`config.mk`:
```
export PLATFORM = sky130hd
export DESIGN_NAME = freq_stimulus_gen
export DESIGN_NICKNAME = d
export VERILOG_FILES = /design/src/rtl/freq_stimulus_gen.sv
export SDC_FILE = /design/constraint.sdc
export NUM_CORES = 1
export LEC_CHECK = 0
export ABC_AREA = 1
export CAP_MARGIN = 20
export CELL_PAD_IN_SITES_DETAIL_PLACEMENT = 1
export CELL_PAD_IN_SITES_GLOBAL_PLACEMENT = 1
export CORE_ASPECT_RATIO = 0.6
export CORE_MARGIN = 2
export CORE_UTILIZATION = 48
export CTS_CLUSTER_DIAMETER = 30
export DETAILED_ROUTE_END_ITERATION = 7
export PLACE_DENSITY = 0.94
export SYNTH_ARGS = -nofsm -noshare
export SYNTH_HDL_FRONTEND = slang
export SYNTH_SLANG_ARGS = --single-unit
```
`constraint.sdc`:
```
create_clock -name clk -period 12 [get_ports clk]
set_clock_uncertainty 0.15 [all_clocks]
set_input_delay 3.6 -clock clk [delete_from_list [all_inputs] [get_ports clk]]
set_output_delay 3.6 -clock clk [all_outputs]
set_load 0.05 [all_outputs]
```
`src/rtl/freq_stimulus_gen.sv`:
```
// Square-wave source with a periodic measurement gate; reports emitted rising edges per gate-high window.
// Outputs are registered (1-cycle latency from the triggering edge); there is no backpressure, so pulses are never held.
module freq_stimulus_gen #(
  parameter int DIV_W       = 27,
  parameter int GATE_CYCLES = 100_000_000,
  parameter int CNT_W       = 27
) (
  input  logic             clk,
  input  logic             reset,
  input  logic             enable,
  input  logic [DIV_W-1:0] div_in,
  input  logic             load,
  output logic             load_ack,
  output logic             load_err,
  output logic             wave_out,
  output logic             gate_out,
  output logic [CNT_W-1:0] edge_count,
  output logic             count_valid
);

  localparam int              GW        = (GATE_CYCLES > 1) ? $clog2(GATE_CYCLES) : 1;
  localparam logic [GW-1:0]    GATE_LAST = GW'(GATE_CYCLES - 1);
  localparam logic [CNT_W-1:0] CNT_MAX   = '1;

  typedef enum logic [1:0] {IDLE, RUN, PEND} state_t;

  state_t           state_q, state_d;
  logic [DIV_W-1:0] div_q, pend_q, half_cnt;
  logic             pend_vld;
  logic [GW-1:0]    gate_cnt;
  logic [CNT_W-1:0] edge_cnt, edge_cnt_nxt;
  logic             running, active, load_ok, load_bad;
  logic             toggle, gate_tc, wave_rise;

  assign running      = (state_q != IDLE);
  assign active       = running && enable;
  assign load_ok      = load && (div_in != '0);
  assign load_bad     = load && (div_in == '0);
  assign toggle       = running && (half_cnt == div_q - DIV_W'(1));
  assign gate_tc      = running && (gate_cnt == GATE_LAST);
  assign wave_rise    = toggle && !wave_out;
  assign edge_cnt_nxt = (wave_rise && (edge_cnt != CNT_MAX)) ? edge_cnt + CNT_W'(1) : edge_cnt;

  always_ff @(posedge clk or posedge reset) begin
    if (reset) state_q <= IDLE;
    else       state_q <= state_d;
  end

  // A value left pending by a disable is still applied at the first toggle after restart.
  always_comb begin
    state_d = state_q;
    case (state_q)
      IDLE:    if (enable) state_d = (pend_vld && !load_ok) ? PEND : RUN;
      RUN:     if (load_ok) state_d = PEND;
      PEND:    if (toggle && !load_ok) state_d = RUN;
      default: state_d = IDLE;
    endcase
    if (!enable) state_d = IDLE;
  end

  // Divider only changes while the half-period counter restarts, so wave_out never glitches.
  always_ff @(posedge clk or posedge reset) begin
    if (reset) begin
      div_q    <= DIV_W'(1);
      pend_q   <= '0;
      pend_vld <= 1'b0;
    end else begin
      if (load_ok) pend_q <= div_in;
      if (!running) begin
        if (load_ok) begin
          div_q    <= div_in;
          pend_vld <= 1'b0;
        end
      end else begin
        if (toggle && enable && pend_vld) div_q <= pend_q;
        pend_vld <= load_ok || (pend_vld && !(toggle && enable));
      end
    end
  end

  always_ff @(posedge clk or posedge reset) begin
    if (reset) begin
      half_cnt    <= '0;
      gate_cnt    <= '0;
      wave_out    <= 1'b0;
      gate_out    <= 1'b0;
      edge_cnt    <= '0;
      edge_count  <= '0;
      count_valid <= 1'b0;
      load_ack    <= 1'b0;
      load_err    <= 1'b0;
    end else begin
      count_valid <= 1'b0;
      load_ack    <= load_ok;
      load_err    <= load_bad;
      if (!active) begin
        half_cnt <= '0;
        gate_cnt <= '0;
        wave_out <= 1'b0;
        gate_out <= 1'b0;
        edge_cnt <= '0;
      end else begin
        half_cnt <= toggle ? '0 : half_cnt + DIV_W'(1);
        wave_out <= wave_out ^ toggle;
        gate_cnt <= gate_tc ? '0 : gate_cnt + GW'(1);
        gate_out <= gate_out ^ gate_tc;
        // The closing edge of the window is counted before the result is published.
        if (gate_tc && !gate_out) begin
          edge_cnt <= '0;
        end else if (gate_out) begin
          edge_cnt <= edge_cnt_nxt;
          if (gate_tc) begin
            edge_count  <= edge_cnt_nxt;
            count_valid <= 1'b1;
          end
        end
      end
    end
  end

endmodule

```
# Word-level counts from Yosys, hierarchy flattened
# Cells that the tools add are included.
totals:
  register_bits: 170
  inputBits: 31
  out_inout_bits: 32
  elab_cells: 79
classes:
  n_addsub: 4
  eq_ne: 9
  muxes: 24
  bitwise_logic: 3
  n_reduce_logical: 26
ops:
  columns: ["operator", "n"]
  rows:
  - ["27-bit 2-to-1 mux", 11]
  - ["27-bit by 1-bit adder with 27-bit output, second input constant", 3]
  - ["27-bit == test", 1]
  - ["27-bit == test, second input constant", 1]
  - ["27-bit zero test", 1]
  - ["27-bit != test, second input constant", 1]
  - ["27-bit nonzero test", 1]
  - ["27-bit by 1-bit subtractor with 27-bit output, second input constant", 1]
  - ["1-bit logical AND", 13]
  - ["1-bit 2-to-1 mux", 8]
  - ["2-bit 2-to-1 mux", 4]
  - ["3-bit != test, second input constant", 2]
  - ["2-bit case mux with 3 select lines", 1]
  - ["1-bit zero test", 4]
  - ["2-bit AND reduction", 2]
  - ["4-bit AND reduction", 1]
  - ["2-bit nonzero test", 2]
  - ["3-bit by 2-bit != test with 1-bit output, second input constant", 1]
  - ["2-bit by 1-bit == test with 1-bit output, second input constant", 1]
  - ["2-bit == test, second input constant", 1]
  - ["2-bit zero test", 1]
  - ["2-bit by 1-bit != test with 1-bit output, second input constant", 1]
  - ["1-bit bitwise XOR", 2]
  - ["1-bit logical OR", 1]
  - ["1-bit NOT", 1]

# Longest topological paths before layout
depth:
  depth_word: 9
  ltp_mapped: 27
  mapped_depth_nobuf: 26

# Worst setup path after synthesis
# OpenSTA, ideal clock, no wires.
synth_timing:
  path_kind: "input -> register"
  startpoint: "input div_in[7]"
  endpoint: "register div_q[10]"
  setup_time_ns: 0.066
  arrival_ns: 5.153
  t_required_ns: 11.784
  path_slack_ns: 6.631
  stages: 11
  n_path_buf: 2
  cell_sequence: "inv_1 > nand4_1 > nor4_1 > nand4_1 > nand2_1 > clkbuf_1 > nor2_1 > inv_2 > buf_1 > nand3_1 > nand2_1"
synth_via:
  elab_chain_len: 4
synth_lines:
  columns: ["item", "line_no", "rtl"]
  rows:
  - ["start: declaration", "11", "input logic [DIV_W-1:0] div_in,"]
  - ["27-bit nonzero test", "37", "assign load_ok = load && (div_in != '0);"]
  - ["1-bit logical AND", "37", null]
  - ["2-bit nonzero test (no source line)", null, null]
  - ["2-bit AND reduction (no source line)", null, null]
  - ["end signal: assignment", "71", "div_q <= div_in;"]
  - ["end signal: assignment", "75", "if (toggle && enable && pend_vld) div_q <= pend_q;"]
  - ["end: declaration", "28", "logic [DIV_W-1:0] div_q, pend_q, half_cnt;"]
# No other way between the ends.
# A chain may end at the register's enable or synchronous reset.

# Final worst setup path
layout_timing:
  startpoint: "input enable"
  endpoint: "register edge_count[23]"
layout_via:
  elab_chain_len: 2
layout_lines:
  columns: ["item", "line_no", "rtl"]
  rows:
  - ["start: declaration", "10", "input logic enable,"]
  - ["1-bit logical AND", "36", "assign active = running && enable;"]
  - ["4-bit AND reduction (no source line)", null, null]
  - ["end signal: assignment", "113", "edge_count <= edge_cnt_nxt;"]
  - ["end: declaration", "17", "output logic [CNT_W-1:0] edge_count,"]
# No other way between the ends.

==> impl_metrics.csv <==
group,metric,value,unit
route,vias,9252,
logic_synthesis,synth_top_area_cell,"dfrtp_1",
route,dr.pass1.iters,5,
logic_synthesis,synth_cells,1314,
route,avgViaCountPerCell,5.60,
logic_synthesis,synth.top_cell.area_share,43.5,%
logic_synthesis,synth_edf_count,0,
worst_setup_path,critPathRequiredTime,12.23,ns
sta,worstMarginPinSlew,0.954,ns
route,wl_per_cell,18.7,µm
layout,nets,1405,
cts,clk_latency,0.46,ns
power,pwr_density_cell,173,mW/mm²
route,antenna_left,0,
logic_synthesis,synthesis.area,0.00973,mm²
logic_synthesis,yosys_register_bits,170,
route,drcViolationCount,0,
cts,numClockSinks,170,
power,peakVddDrop,0.140,mV
sta,timing.final.max_slew_violations,0,
global_routing,antenna_found_initial,0,
sta,whs,0.335,ns
worst_setup_path,arrival,6.60,ns
logic_synthesis,async_reset_ff_share,100,%
sta,timing.final.hold_violations,0,
logic_synthesis,syn_area_per_cell,7.40,µm²
cts,post_cts_resized,0,
floorplan,ios,63,
layout,area_growth,15.2,%
outcome,outcome,"finished clean",
logic_synthesis,synth_ff_type,"dfrtp_1",
sta,period_needed,6.36,ns
route,wl,30.9,mm
floorplan,fp.dieW,188,µm
global_routing,grt_pass1_vias,9482,
logic_synthesis,ys_seq_area_share,43.7,%
logic_synthesis,synth_cell_type_count,42,
sta,final.setup.tns,0,ns
worst_setup_path,r2r-start,"div_q[0]",
global_routing,grt_overflow,0,
floorplan,die_area,0.0215,mm²
layout,drive_gt1_share,5.36,%
cts,tritoncts,"yes",
sta,final.period_utilization,53.0,%
place,place_congestion,0.931,
sta,max_slew_margin,36.2,%
worst_setup_path,crit_type,"input port to register",
logic_synthesis,synthesis.nets,1352,
cts,cts_hold_buf,0,
floorplan,core,0.0199,mm²
hold_path,hp-class,"register to register",
sta,rsz0062_at_grt,"false",
hold_path,hp-start,"edge_count[6]",
global_routing,grt_pass1_wl,50.3,mm
cts,htreeDepth,4,
flow_run,maxCapViolCount,0,
cts,cts-root-buf,"clkbuf_16",
cts,cts_made_buffers,17,
global_routing,grtUsageTotal,30.0,%
cts,post_cts.repair.setup_buffers,0,
floorplan,initial_core_util,48.8,%
logic_synthesis,ys.warnings.count,0,
worst_setup_path,worstSetupStartpointType,"input port",
place,place_hpwl,22.6,mm
logic_synthesis,yosys-top-cells-count,"nand2_1, inv_1, dfrtp_1",
worst_setup_path,crit_path_end_kind,"register",
cts,clk_pin_slew,0.07,ns
cts,clock_path_buffers,2,
sta,fmaxAchievable,157,MHz
floorplan,rows,40,
route,drt_iter0_drc,787,
worst_setup_path,critPathLaunch,"enable",
place,portBuffers,62,
floorplan,die_h,114,µm
power,leakage,5.21,nW
logic_synthesis,synth_most_common_cell,"nand2_1",
power,power,1.94,mW
global_routing,grt_max_degree,72,
sta,setup_viol,0,
worst_setup_path,crit_fanout,29,
logic_synthesis,synth_area_leaders,"dfrtp_1, nand2_1, inv_1",
layout,diodes,0,
[where the power goes]
| part | switching [mW] | total, mW | internal [mW] |
|---|---|---|---|
| Clock | 0.256 | 0.572 | 0.316 |
| Sequential | 0.0976 | 0.730 | 0.633 |
| Combinational | 0.446 | 0.637 | 0.191 |
| Total | 0.800 | 1.94 | 1.14 |
[kinds of logic after synthesis]
kind of cell	after synthesis	share of synthesized area (%)
adders and majority gates	7	0.900
buffers and inverters	208	8.31
and+or+nand+nor	722	33.1
DFF	170	43.7
xor gates and xnor gates	68	6.26
AOI/OAI and AO/OA	139	7.73
[per-stage QoR]
stage                     setup slack, ns  utilization (%)  cell area [µm²]  instances
after global placement               5.32             53.1            10600       1620
final                                5.64             56.2            11200       1653
after detailed placement             5.19             53.2            10600       1621
after floorplan                      3.65                -             9730       1314
after global routing                 5.29             56.2            11200       1653
after CTS                            5.68             56.2            11200       1653
[layout make-up]
cell class / instances / area [µm²]
clock buffer: 18 / 439
clock inverter: 14 / 159
fill: 2530 / 8720
inverter: 174 / 658
multi-input combinational: 936 / 4660
sequential: 170 / 4260
tap: 273 / 342
timing repair buffer: 68 / 686
[worst paths after layout]
kind | end | slack (ns) | cells after the start
max | edge_count[23] | 5.64 | 10
min | edge_count[6] | 0.33 | 2
max reg2reg | edge_count[26] | 7.02 | 24
min reg2reg | edge_count[6] | 0.33 | 2
max in group asynchronous | div_q[1] | 6.33 | 4
min in group asynchronous | half_cnt[20] | 3.42 | 2
[state kept, by name, indices dropped and copies added, names as in the netlist]
signal and cells:
state_q 2, half_cnt 27, edge_count 27, gate_cnt 27, gate_out 1, wave_out 1, pend_vld 1, pend_q 27
edge_cnt 27, load_ack 1, div_q 27, count_valid 1, load_err 1
[cell usage in the layout (no fill, tap or decap), types with 5 or more instances in the layout]
cell               n
nor2_1           130
o22ai_1           17
nand3_2            5
buf_4              5
nor3_1            42
o21ai_0          101
dfrtp_1          169
clkbuf_16         17
ha_1               7
nand3b_1          10
nand2_1          372
a21oi_1           10
nand3_1           89
xor2_1            47
xnor2_1           20
inv_6              5
inv_1            170
nor4_1            13
clkdlybuf4s50_1   62
or2_2              6
nor2_2             5
nand4_1           29
nor2_4             7
[layer usage]
| metal | GRT usage, % | wire length, µm |
|---|---|---|
| met5 | 0 | 0 |
| met4 | 7.40 | 385 |
| met3 | 5.00 | 1670 |
| met2 | 48.3 | 13900 |
| met1 | 42.7 | 15000 |
[critical path, stage by stage]
cell             delay, ns
clkdlybuf4s50_1       0.54
inv_1                 0.10
nor2_1                0.13
inv_1                 0.05
buf_4                 0.24
nor3_1                0.63
inv_1                 0.59
nor2_1                0.48
nand2_1               0.12
nand2_1               0.09
No activity file was read; power rests on OpenSTA's default activity.
